File: src/rtl/xup_vector_gate_arbiter.sv
// Round-robin sharing of one SIZE-bit two-input vector gate between two requesters; result after SETTLE_CYCLES.
// One op per SETTLE_CYCLES+2 cycles; requesters hold req until their done pulse, losers simply wait in IDLE.
module xup_vector_gate_arbiter #(
  parameter int SIZE          = 2,
  parameter int SETTLE_CYCLES = 2
) (
  input  logic            clk,
  input  logic            reset,
  input  logic            req0,
  input  logic            req1,
  input  logic [SIZE-1:0] a0,
  input  logic [SIZE-1:0] b0,
  input  logic [SIZE-1:0] a1,
  input  logic [SIZE-1:0] b1,
  output logic [SIZE-1:0] op_a,
  output logic [SIZE-1:0] op_b,
  input  logic [SIZE-1:0] op_y,
  output logic            gnt0,
  output logic            gnt1,
  output logic            done0,
  output logic            done1,
  output logic [SIZE-1:0] result,
  output logic            busy
);

  localparam int CW = $clog2(SETTLE_CYCLES + 1);
  localparam logic [CW-1:0] CNT_LAST = CW'(SETTLE_CYCLES - 1);

  typedef enum logic [1:0] {IDLE, SETTLE, DONE} state_t;

  state_t        state;
  logic [CW-1:0] cnt;
  logic          last_served;
  logic          pick1;

  // Port 1 wins when alone, or on contention when port 0 was served last.
  always_comb begin
    pick1 = req1 && (!req0 || !last_served);
  end

  always_ff @(posedge clk) begin
    if (reset) begin
      state       <= IDLE;
      op_a        <= '0;
      op_b        <= '0;
      result      <= '0;
      gnt0        <= 1'b0;
      gnt1        <= 1'b0;
      done0       <= 1'b0;
      done1       <= 1'b0;
      busy        <= 1'b0;
      cnt         <= '0;
      last_served <= 1'b1;
    end else begin
      case (state)
        IDLE: begin
          if (req0 || req1) begin
            gnt0  <= !pick1;
            gnt1  <= pick1;
            op_a  <= pick1 ? a1 : a0;
            op_b  <= pick1 ? b1 : b0;
            cnt   <= '0;
            busy  <= 1'b1;
            state <= SETTLE;
          end
        end
        SETTLE: begin
          cnt <= cnt + 1'b1;
          if (cnt == CNT_LAST) begin
            result <= op_y;
            done0  <= gnt0;
            done1  <= gnt1;
            state  <= DONE;
          end
        end
        DONE: begin
          gnt0        <= 1'b0;
          gnt1        <= 1'b0;
          done0       <= 1'b0;
          done1       <= 1'b0;
          busy        <= 1'b0;
          last_served <= gnt1;
          state       <= IDLE;
        end
        default: state <= IDLE;
      endcase
    end
  end

endmodule

File: config.mk
export PLATFORM = sky130hd
export DESIGN_NAME = xup_vector_gate_arbiter
export DESIGN_NICKNAME = d
export VERILOG_FILES = /design/src/rtl/xup_vector_gate_arbiter.sv
export SDC_FILE = /design/constraint.sdc
export NUM_CORES = 1
export LEC_CHECK = 0
export ABC_AREA = 1
export CAP_MARGIN = 20
export CORE_MARGIN = 10
export CORE_UTILIZATION = 52
export DETAILED_ROUTE_END_ITERATION = 8
export DONT_BUFFER_PORTS = 1
export GPL_ROUTABILITY_DRIVEN = 0
export HOLD_SLACK_MARGIN = 0.03
export PLACE_DENSITY_LB_ADDON = 0.08
export SLEW_MARGIN = 20
export SYNTH_ARGS = -nofsm -noshare
export SYNTH_HDL_FRONTEND = slang
export SYNTH_SLANG_ARGS = --single-unit
File: constraint.sdc
create_clock -name clk -period 1.1 [get_ports clk]
set_clock_uncertainty 0.1 [all_clocks]
set_input_delay 0.275 -clock clk [delete_from_list [all_inputs] [get_ports clk]]
set_output_delay 0.275 -clock clk [all_outputs]
set_load 0.1 [all_outputs]
==> impl_metrics.csv, run 1 <==
group,metric,value,unit
status,outcome,"finished with violations",
status,violations,"negative setup slack",
cells_and_area,design_area,1120,um^2
synthesis,syn_avg_cell_area,6.81,um^2
timing,finalSetupViolCount,16,
critical_path,critPathMaxStageDelay,0.36,ns
place,dpl_cell_area,981,um^2
drt,drt-pass1-iter-count,4,
floorplan,io_pins,25,
synthesis,synth-seq-cells,16,
place,place_ws,-0.101,ns
floorplan,die_w,57.4,um
cells_and_area,final_cell_mix,"nand2_1 (27), nor2_1 (18), dfxtp_2 (14)",
power,p_total,1.67,mW
cts,worstSkewPairLatency,0.29,ns
timing,period_needed,1.21,ns
synthesis,synth-adder-area-share,0.0172,
floorplan,coreArea,1320,um^2
floorplan,rows,13,
timing,drv_slew,0,
power,p_int,1.00,mW
cts,htree_num_levels,1,
critical_path,required,0.72,ns
synthesis,yosys-mux-area-fraction,0,
critical_path,path_class,"register to primary output",
timing,slew_headroom,0.818,
grt,grt_remaining_overflow,0,
critical_path,end_kind,"primary output",
synthesis,syn-cell-area,728,um^2
cts,cts_tree,"yes",
place,dp_hpwl,1410,um
power,p_clk_frac,0.186,
synthesis,synth_cell_type_count,14,
timing,grt_setup_unrepaired,"true",
cells_and_area,multi_input_area,367,um^2
cts,cts_sinks,16,
power,p_leak,0.544,nW
critical_path,crit_buf_inv,1,
cts,cts_buffer_depth,2,
cts,cts_buffers,3,
synthesis,yosysSeqAreaShare,0.440,
synthesis,synthesis.nets,122,
critical_path,slowest_stage,"dfxtp_2",
grt,grt_max_degree,10,
critical_path,critPathLaunchType,"register",
cts,clkTransAtPathRegs,0.09,ns
critical_path,path_cells,"buf_12",
critical_path,cpLargestDelayFamily,"flip-flops",
timing,hold_viol_final,0,
drt,finalWirelength,2030,um
cells_and_area,nets,146,
cells_and_area,postLayoutCoreUtil,0.848,
timing,tightest_slew,0.273,ns
critical_path,worstPathArrival,0.83,ns
synthesis,synth_top_family_by_area,"simple AND/OR/NAND/NOR gates",
synthesis,synthCells,107,
critical_path,worstPathMaxFanout,2,
drt,ant_nets,0,
synthesis,synth_xor_area_frac,0,
power,p_sw_frac,0.402,
drt,wl_per_cell,14.1,um
timing,timing.final.ws_setup,-0.106,ns
power,switchingPower,0.672,mW
drt,viasPerCell,4.98,
cells_and_area,final_common_cell,"nand2_1",
place,port_buffers,0,
cells_and_area,drive_gt1_frac,0.403,
drt,drtIter0Drc,16,
grt,first_global_vias,719,
power,power_density,1500,nW/um^2
job,max_cap_violations,0,
cells_and_area,antenna_cells,0,
synthesis,synth_compound_area_frac,0.0653,
power,ir_drop,1.19,mV
cells_and_area,syn2layout_area_growth,53.4,%
timing,fmax,829,MHz
drt,num_vias,717,
cts,clockRootBuffer,"clkbuf_4",
power,combPwrFrac,0.401,
timing,fin_crit_sh,1.10,
power,seqPwrFrac,0.413,
synthesis,synth-simple-area-share,0.380,
floorplan,dieHeight,57.4,um
floorplan,initial_core_util,0.553,
cells_and_area,fill_cells,81,
min_path,hp-class,"input pin to register",
grt,grtUsageTotal,0.117,
grt,grt_pass1_wl,3130,um
timing,setup_tns,-1.24,ns
grt,antenna_found_initial,0,
cells_and_area,seq_area,342,um^2
drt,drc,0,
floorplan,die_area,3300,um^2
synthesis,synth_warnings,0,
==> power groups by stage <==
stage | sequential, mW | clock, mW | combinational [mW]
2_1_floorplan | 0.947 | 0 | 0.161
3_3_place_gp | 0.695 | 0 | 0.611
3_5_place_dp | 0.699 | 0 | 0.622
5_1_grt | 0.696 | 0.330 | 0.707
6_report | 0.691 | 0.312 | 0.671
4_1_cts | 0.691 | 0.315 | 0.657
==> state kept, by name, summed over array words and instances, names as in the netlist <==
register,cells
done0,1
result,2
done1,1
gnt0,1
op_a,2
op_b,2
busy,1
cnt,2
gnt1,1
last_served,1
state,2
==> metrics by stage <==
step / hold slack (ns) / std cells
floorplan: 0.237 / 107
global placement: 0.241 / 133
detailed placement: 0.248 / 133
CTS: 0.0309 / 142
global route: 0.0332 / 144
finish: 0.0334 / 144
==> per-layer routing <==
layer,up-vias,GRT usage,share of wire
li1,365,-,-
met1,315,0.104,0.38
met2,32,0.209,0.48
met3,5,0.0553,0.12
met4,0,0.0705,0.018
met5,-,0,0
==> cells by family (layout without fill, tap and decap cells) <==
| family | after synthesis | count (layout) |
|---|---|---|
| simple gates | 62 | 62 |
| buf+inv | 19 | 41 |
| flops | 16 | 16 |
| compound gates | 9 | 9 |
| fa+ha+maj | 1 | 1 |
==> area by class of cell <==
type                       count  area share
timing repair buffer          19       0.261
inverter                      19      0.0683
tap                           15      0.0168
sequential                    16       0.306
multi-input combinational     72       0.328
clock buffer                   3      0.0202
==> cell usage after synthesis, drive strengths merged <==
cell type	n	area [um^2]
nor2	24	120
nand2	32	125
nand3	5	25.0
o21ai	4	20.0
or2	1	6.26
dfxtp	16	320
inv	19	71.3
ha	1	12.5
o21a	1	7.51
a21oi	4	20.0
==> path summary, 6_finish.rpt <==
| kind | startpoint | endpoint | slack (ns) | depth (start not counted) |
|---|---|---|---|---|
| max | op_b[0] | op_b[0] | -0.11 | 1 |
| min | reset | busy | 0.03 | 2 |
| max reg2reg | cnt[1] | done0 | -0.05 | 8 |
| min reg2reg | cnt[0] | cnt[0] | 0.37 | 1 |
==> timing repair <==
item                       in CTS  in global routing
hold buffers                    3                  0
pin swaps                       5                  7
hold endpoints to repair        8                  0
resized for setup              13                  9
cloned                          0                  0
setup endpoints to repair      18                 23
buffers inserted                3                  2
Note: power is estimated with default switching activity, not from simulation.
==> inputs of run 2 (changes only) <==
--- a/config.mk
+++ b/config.mk
@@ -14,6 +14,7 @@
 export GPL_ROUTABILITY_DRIVEN = 0
 export HOLD_SLACK_MARGIN = 0.03
 export PLACE_DENSITY_LB_ADDON = 0.08
+export SKIP_CTS_REPAIR_TIMING = 1
 export SLEW_MARGIN = 20
 export SYNTH_ARGS = -nofsm -noshare
 export SYNTH_HDL_FRONTEND = slang
==> run 2 against run 1 <==
The flow still finishes with violations (negative setup slack). Combinational power increased by 2%. Sequential share of layout area decreased by 0.068 points. Cell count decreased by 1.4%. Critical endpoint is now done0. Critical path depth increased by 6. First-iteration DRC count decreased by 6.3%. Power increased by 1.8%. Largest power group unchanged.
==> impl_metrics.csv, run 2 (synthesis gave the netlist of run 1 again) <==
group,metric,value,unit
status,outcome,"finished with violations",
status,violations,"negative setup slack",
drt,finalWirelength,2120,um
floorplan,die_area,3300,um^2
cts,htree_num_levels,1,
drt,ant_nets,0,
min_path,min-delay-start,"op_y[0]",
job,max_cap_violations,0,
grt,grt_pass1_wl,3020,um
cells_and_area,fill_cells,83,
min_path,whs_path_depth,2,
timing,grt_setup_unrepaired,"true",
timing,finalSetupViolCount,18,
critical_path,startpoint,"state[1]",
critical_path,crit_buf_inv,2,
timing,fin_crit_sh,1.13,
cts,cts_sinks,16,
floorplan,coreArea,1320,um^2
critical_path,path_class,"register to register",
critical_path,ff2ff_path_depth,7,
timing,timing.final.ws_setup,-0.143,ns
cells_and_area,design_area,1120,um^2
place,port_buffers,0,
drt,drt-pass1-iter-count,4,
timing,fmax,805,MHz
timing,period_needed,1.24,ns
cts,worstSkewPairLatency,0.30,ns
floorplan,io_pins,25,
timing,tightest_slew,0.346,ns
cells_and_area,drive_gt1_frac,0.417,
critical_path,critPathMaxStageDelay,0.37,ns
critical_path,end_kind,"register",
critical_path,path_cells,"inv_4 -> nand2_2 -> nor2_4 -> inv_4 -> nor2_4 -> nand2_1 -> nand2_1",
cts,clkTransAtPathRegs,0.10,ns
cts,cts_buffer_depth,2,
drt,wl_per_cell,14.9,um
grt,grtUsageTotal,0.114,
drt,drtIter0Drc,15,
critical_path,regToRegSetupSlack,-0.14,ns
power,combPwrFrac,0.402,
power,p_total,1.70,mW
power,seqPwrFrac,0.407,
grt,first_global_vias,722,
drt,viasPerCell,5.06,
critical_path,r2r-end,"done0",
cells_and_area,final_cell_mix,"nand2_1 (26), nor2_1 (19), dfxtp_2 (14)",
critical_path,worstPathArrival,1.37,ns
power,p_leak,0.537,nW
power,power_density,1520,nW/um^2
place,dp_hpwl,1410,um
grt,antenna_found_initial,0,
cts,cts_tree,"yes",
cells_and_area,final_common_cell,"nand2_1",
drt,drc,0,
grt,grt_max_degree,10,
power,ir_drop,1.30,mV
grt,grt_remaining_overflow,0,
cts,cts_buffers,3,
power,p_clk_frac,0.191,
critical_path,slowest_stage,"dfxtp_4",
power,p_sw_frac,0.410,
critical_path,cpLargestDelayFamily,"simple AND/OR/NAND/NOR gates",
floorplan,die_w,57.4,um
critical_path,required,1.23,ns
cts,clockRootBuffer,"clkbuf_4",
floorplan,dieHeight,57.4,um
power,switchingPower,0.698,mW
min_path,hold_end,"result[0]",
floorplan,initial_core_util,0.553,
power,p_int,1.01,mW
cells_and_area,antenna_cells,0,
timing,hold_viol_final,0,
place,dpl_cell_area,981,um^2
timing,slew_headroom,0.768,
timing,drv_slew,0,
critical_path,r2r_start,"state[1]",
floorplan,rows,13,
min_path,hp-class,"input pin to register",
cells_and_area,nets,144,
cells_and_area,syn2layout_area_growth,53.8,%
critical_path,critPathLaunchType,"register",
drt,num_vias,718,
critical_path,worstPathMaxFanout,5,
-- run 2: layer usage --
layer  vias to the layer above  global-route usage  wire (um)
met5                         -                   0          0
met4                         0              0.0805         46
met3                         7              0.0730        210
met2                        28               0.189       1000
met1                       324              0.0981        861
li1                        359                   -          -
-- run 2: power by group through the flow --
stage                     Sequential (mW)  Clock (mW)  Combinational (mW)
after global placement              0.695           0               0.611
after global routing                0.699       0.335               0.725
after floorplan                     0.947           0               0.161
after CTS                           0.686       0.315               0.623
after detailed placement            0.699           0               0.622
final                               0.694       0.325               0.685
-- run 2: metrics by stage --
stage                     utilization  std cells  setup WS (ns)  TNS [ns]  hold WS, ns
after floorplan                     -        107         0.0191         0        0.237
after global placement          0.745        133        -0.0118   -0.0211        0.241
after detailed placement        0.745        133         -0.101    -0.312        0.248
after CTS                       0.762        136         -0.123     -1.56      -0.0634
after global routing            0.850        142         -0.206     -2.46       0.0873
final                           0.850        142         -0.143     -1.70       0.0518
-- run 2: worst max path at each step --
stage	cells after the start	slack, ns	endpoint
global placement	8	-0.01	done0
floorplan	4	0.02	cnt[1]
CTS	4	-0.12	cnt[1]
global route	7	-0.21	done0
finish	7	-0.14	done0
detailed placement	4	-0.10	cnt[1]
-- run 2: final cells by class --
cell class	count	area, um^2	area share
Clock buffer	3	22.5	0.0201
Inverter	19	83.8	0.0749
Sequential cell	16	342	0.305
Multi-Input combinational cell	72	379	0.339
Timing Repair Buffer	17	274	0.245
Tap cell	15	18.8	0.0168
==> inputs of run 3 (changes only) <==
--- a/config.mk
+++ b/config.mk
@@ -7,13 +7,12 @@
 export LEC_CHECK = 0
 export ABC_AREA = 1
 export CAP_MARGIN = 20
-export CORE_MARGIN = 10
 export CORE_UTILIZATION = 52
 export DETAILED_ROUTE_END_ITERATION = 8
 export DONT_BUFFER_PORTS = 1
 export GPL_ROUTABILITY_DRIVEN = 0
 export HOLD_SLACK_MARGIN = 0.03
-export PLACE_DENSITY_LB_ADDON = 0.08
+export PLACE_DENSITY_LB_ADDON = 0.25
 export SKIP_CTS_REPAIR_TIMING = 1
 export SLEW_MARGIN = 20
 export SYNTH_ARGS = -nofsm -noshare
==> run 3 against run 2 <==
The run still ends with negative setup slack left. Wire length fell by 9.2%. Worst setup slack got worse by 0.026 ns. Count of clock-buffer cells in the layout rose by 1. Cell area increased by 0.45%. Sequential share of layout area grew 0.31 points. Hold slack better by 0.045 ns. Sequential power is 0.6% higher. First-iteration DRC count unchanged. Utilization grew 1.4 points. Critical path type is now input pin to register. Critical endpoint unchanged.
==> impl_metrics.csv, run 3 (synthesis gave the netlist of run 1 again) <==
group,metric,value,unit
status,outcome,"finished with violations",
status,violations,"negative setup slack",
critical_path,slowest_stage,"dlygate4sd3_1",
cts,htree_num_levels,1,
critical_path,worst-path-stages,4,
power,p_int,1.08,mW
place,port_buffers,0,
cts,clockRootBuffer,"clkbuf_4",
power,power_density,1580,nW/um^2
grt,grt_remaining_overflow,0,
drt,drt-met1-wl,771,um
drt,wl_met2,1000,um
timing,slew_headroom,0.756,
cts,cts_sinks,16,
timing,drv_slew,0,
grt,grt_pass1_wl,2350,um
floorplan,die_w,39.4,um
floorplan,rows,13,
cells_and_area,antenna_cells,0,
critical_path,worstPathArrival,1.39,ns
power,p_clk_frac,0.224,
power,switchingPower,0.699,mW
critical_path,crit_end,"done0",
grt,antenna_found_initial,0,
cells_and_area,fill_cells,61,
power,ir_drop,1.26,mV
grt,grtUsageTotal,0.229,
drt,num_vias,707,
critical_path,crit_buf_inv,1,
critical_path,path_cells,"dlygate4sd3_1 -> nor2_4 -> nand3_1 -> nand2_1",
cells_and_area,multi_input_area,384,um^2
cells_and_area,seq_area,347,um^2
cells_and_area,drive_gt1_frac,0.405,
timing,timing.final.ws_setup,-0.168,ns
drt,drt-pass1-iter-count,4,
cells_and_area,final_common_cell,"nand2_1",
timing,period_needed,1.27,ns
critical_path,end_kind,"register",
timing,grt_setup_unrepaired,"true",
drt,finalWirelength,1930,um
critical_path,startpoint,"reset",
cells_and_area,syn2layout_area_growth,54.5,%
cells_and_area,nets,142,
cells_and_area,final_cell_mix,"nand2_1 (26), nor2_1 (19), inv_1 (13)",
floorplan,coreArea,1300,um^2
power,p_leak,0.535,nW
cts,cts_buffers,3,
cts,cts_buffer_depth,2,
critical_path,r2r_start,"cnt[0]",
drt,drtIter0Drc,15,
power,p_sw_frac,0.394,
drt,top_layer,"met4",
cells_and_area,design_area,1120,um^2
critical_path,ff2ff_path_depth,7,
drt,drc,0,
drt,wl_per_cell,13.7,um
power,seqPwrFrac,0.393,
cells_and_area,postLayoutCoreUtil,0.864,
critical_path,cpLargestDelayFamily,"buffers and inverters",
min_path,hp-class,"input pin to register",
critical_path,required,1.23,ns
power,combPwrFrac,0.383,
place,dpl_cell_area,981,um^2
job,max_cap_violations,0,
critical_path,regToRegSetupSlack,-0.11,ns
floorplan,initial_core_util,0.560,
power,p_total,1.78,mW
timing,fmax,788,MHz
cts,worstSkewPairLatency,0.30,ns
grt,first_global_vias,565,
critical_path,critPathMaxStageDelay,0.68,ns
critical_path,path_class,"input pin to register",
drt,dr_wl_met3,102,um
grt,grt_max_degree,10,
drt,ant_nets,0,
critical_path,worstPathMaxFanout,5,
timing,tightest_slew,0.365,ns
critical_path,r2r-end,"done0",
timing,finalSetupViolCount,17,
timing,hold_slack,0.0971,ns
cts,clkTransAtPathRegs,0.10,ns
floorplan,die_area,1550,um^2
timing,hold_viol_final,0,
timing,fin_crit_sh,1.15,
floorplan,dieHeight,39.4,um
drt,viasPerCell,5.01,
critical_path,critPathLaunchType,"input pin",
place,dp_hpwl,1160,um
floorplan,io_pins,25,
cts,cts_tree,"yes",
run 3: changes by cell type in the layout (fill, tap and decap cells not counted), sizes merged:
cell and delta:
buf -3, clkbuf +1, dlygate4sd3 +1
run 3: worst min-delay path: cells and delay by family:
kind / cells / cell delay (ns)
simple gates: 4 / 0.19
run 3: final cells by class:
| type | count | area share |
|---|---|---|
| sequential | 16 | 0.308 |
| timing repair buffer | 15 | 0.229 |
| clock buffer | 4 | 0.0323 |
| multi-input combinational | 72 | 0.341 |
| tap | 15 | 0.0167 |
| inverter | 19 | 0.0723 |
run 3: power groups by stage:
stage               Combinational (mW)  Sequential, mW  Clock, mW
floorplan                        0.161           0.947          0
global placement                 0.607           0.695          0
detailed placement               0.619           0.699          0
CTS                              0.621           0.686      0.399
global route                     0.715           0.703      0.424
finish                           0.679           0.698      0.398
run 3: metrics by stage:
stage / TNS [ns] / worst slack (ns) / std cells
after floorplan: 0 / 0.0191 / 107
after global placement: -0.0145 / -0.00806 / 133
after detailed placement: -0.187 / -0.0564 / 133
after CTS: -1.48 / -0.121 / 137
after global routing: -2.19 / -0.167 / 141
final: -1.58 / -0.168 / 141
run 3: per-layer routing:
layer	vias up	GRT usage
met3	6	0.0739
met5	-	0
li1	357	-
met4	0	0.0776
met2	28	0.402
met1	316	0.254
run 3: how the worst min path moves through the flow:
| stage | startpoint | endpoint | slack, ns | cells past startpoint |
|---|---|---|---|---|
| floorplan | reset | gnt0 | 0.24 | 1 |
| global route | b0[0] | op_b[0] | 0.11 | 4 |
| detailed placement | reset | gnt0 | 0.25 | 1 |
| CTS | reset | cnt[1] | -0.07 | 1 |
| global placement | reset | gnt0 | 0.24 | 1 |
| finish | b0[0] | op_b[0] | 0.1 | 4 |
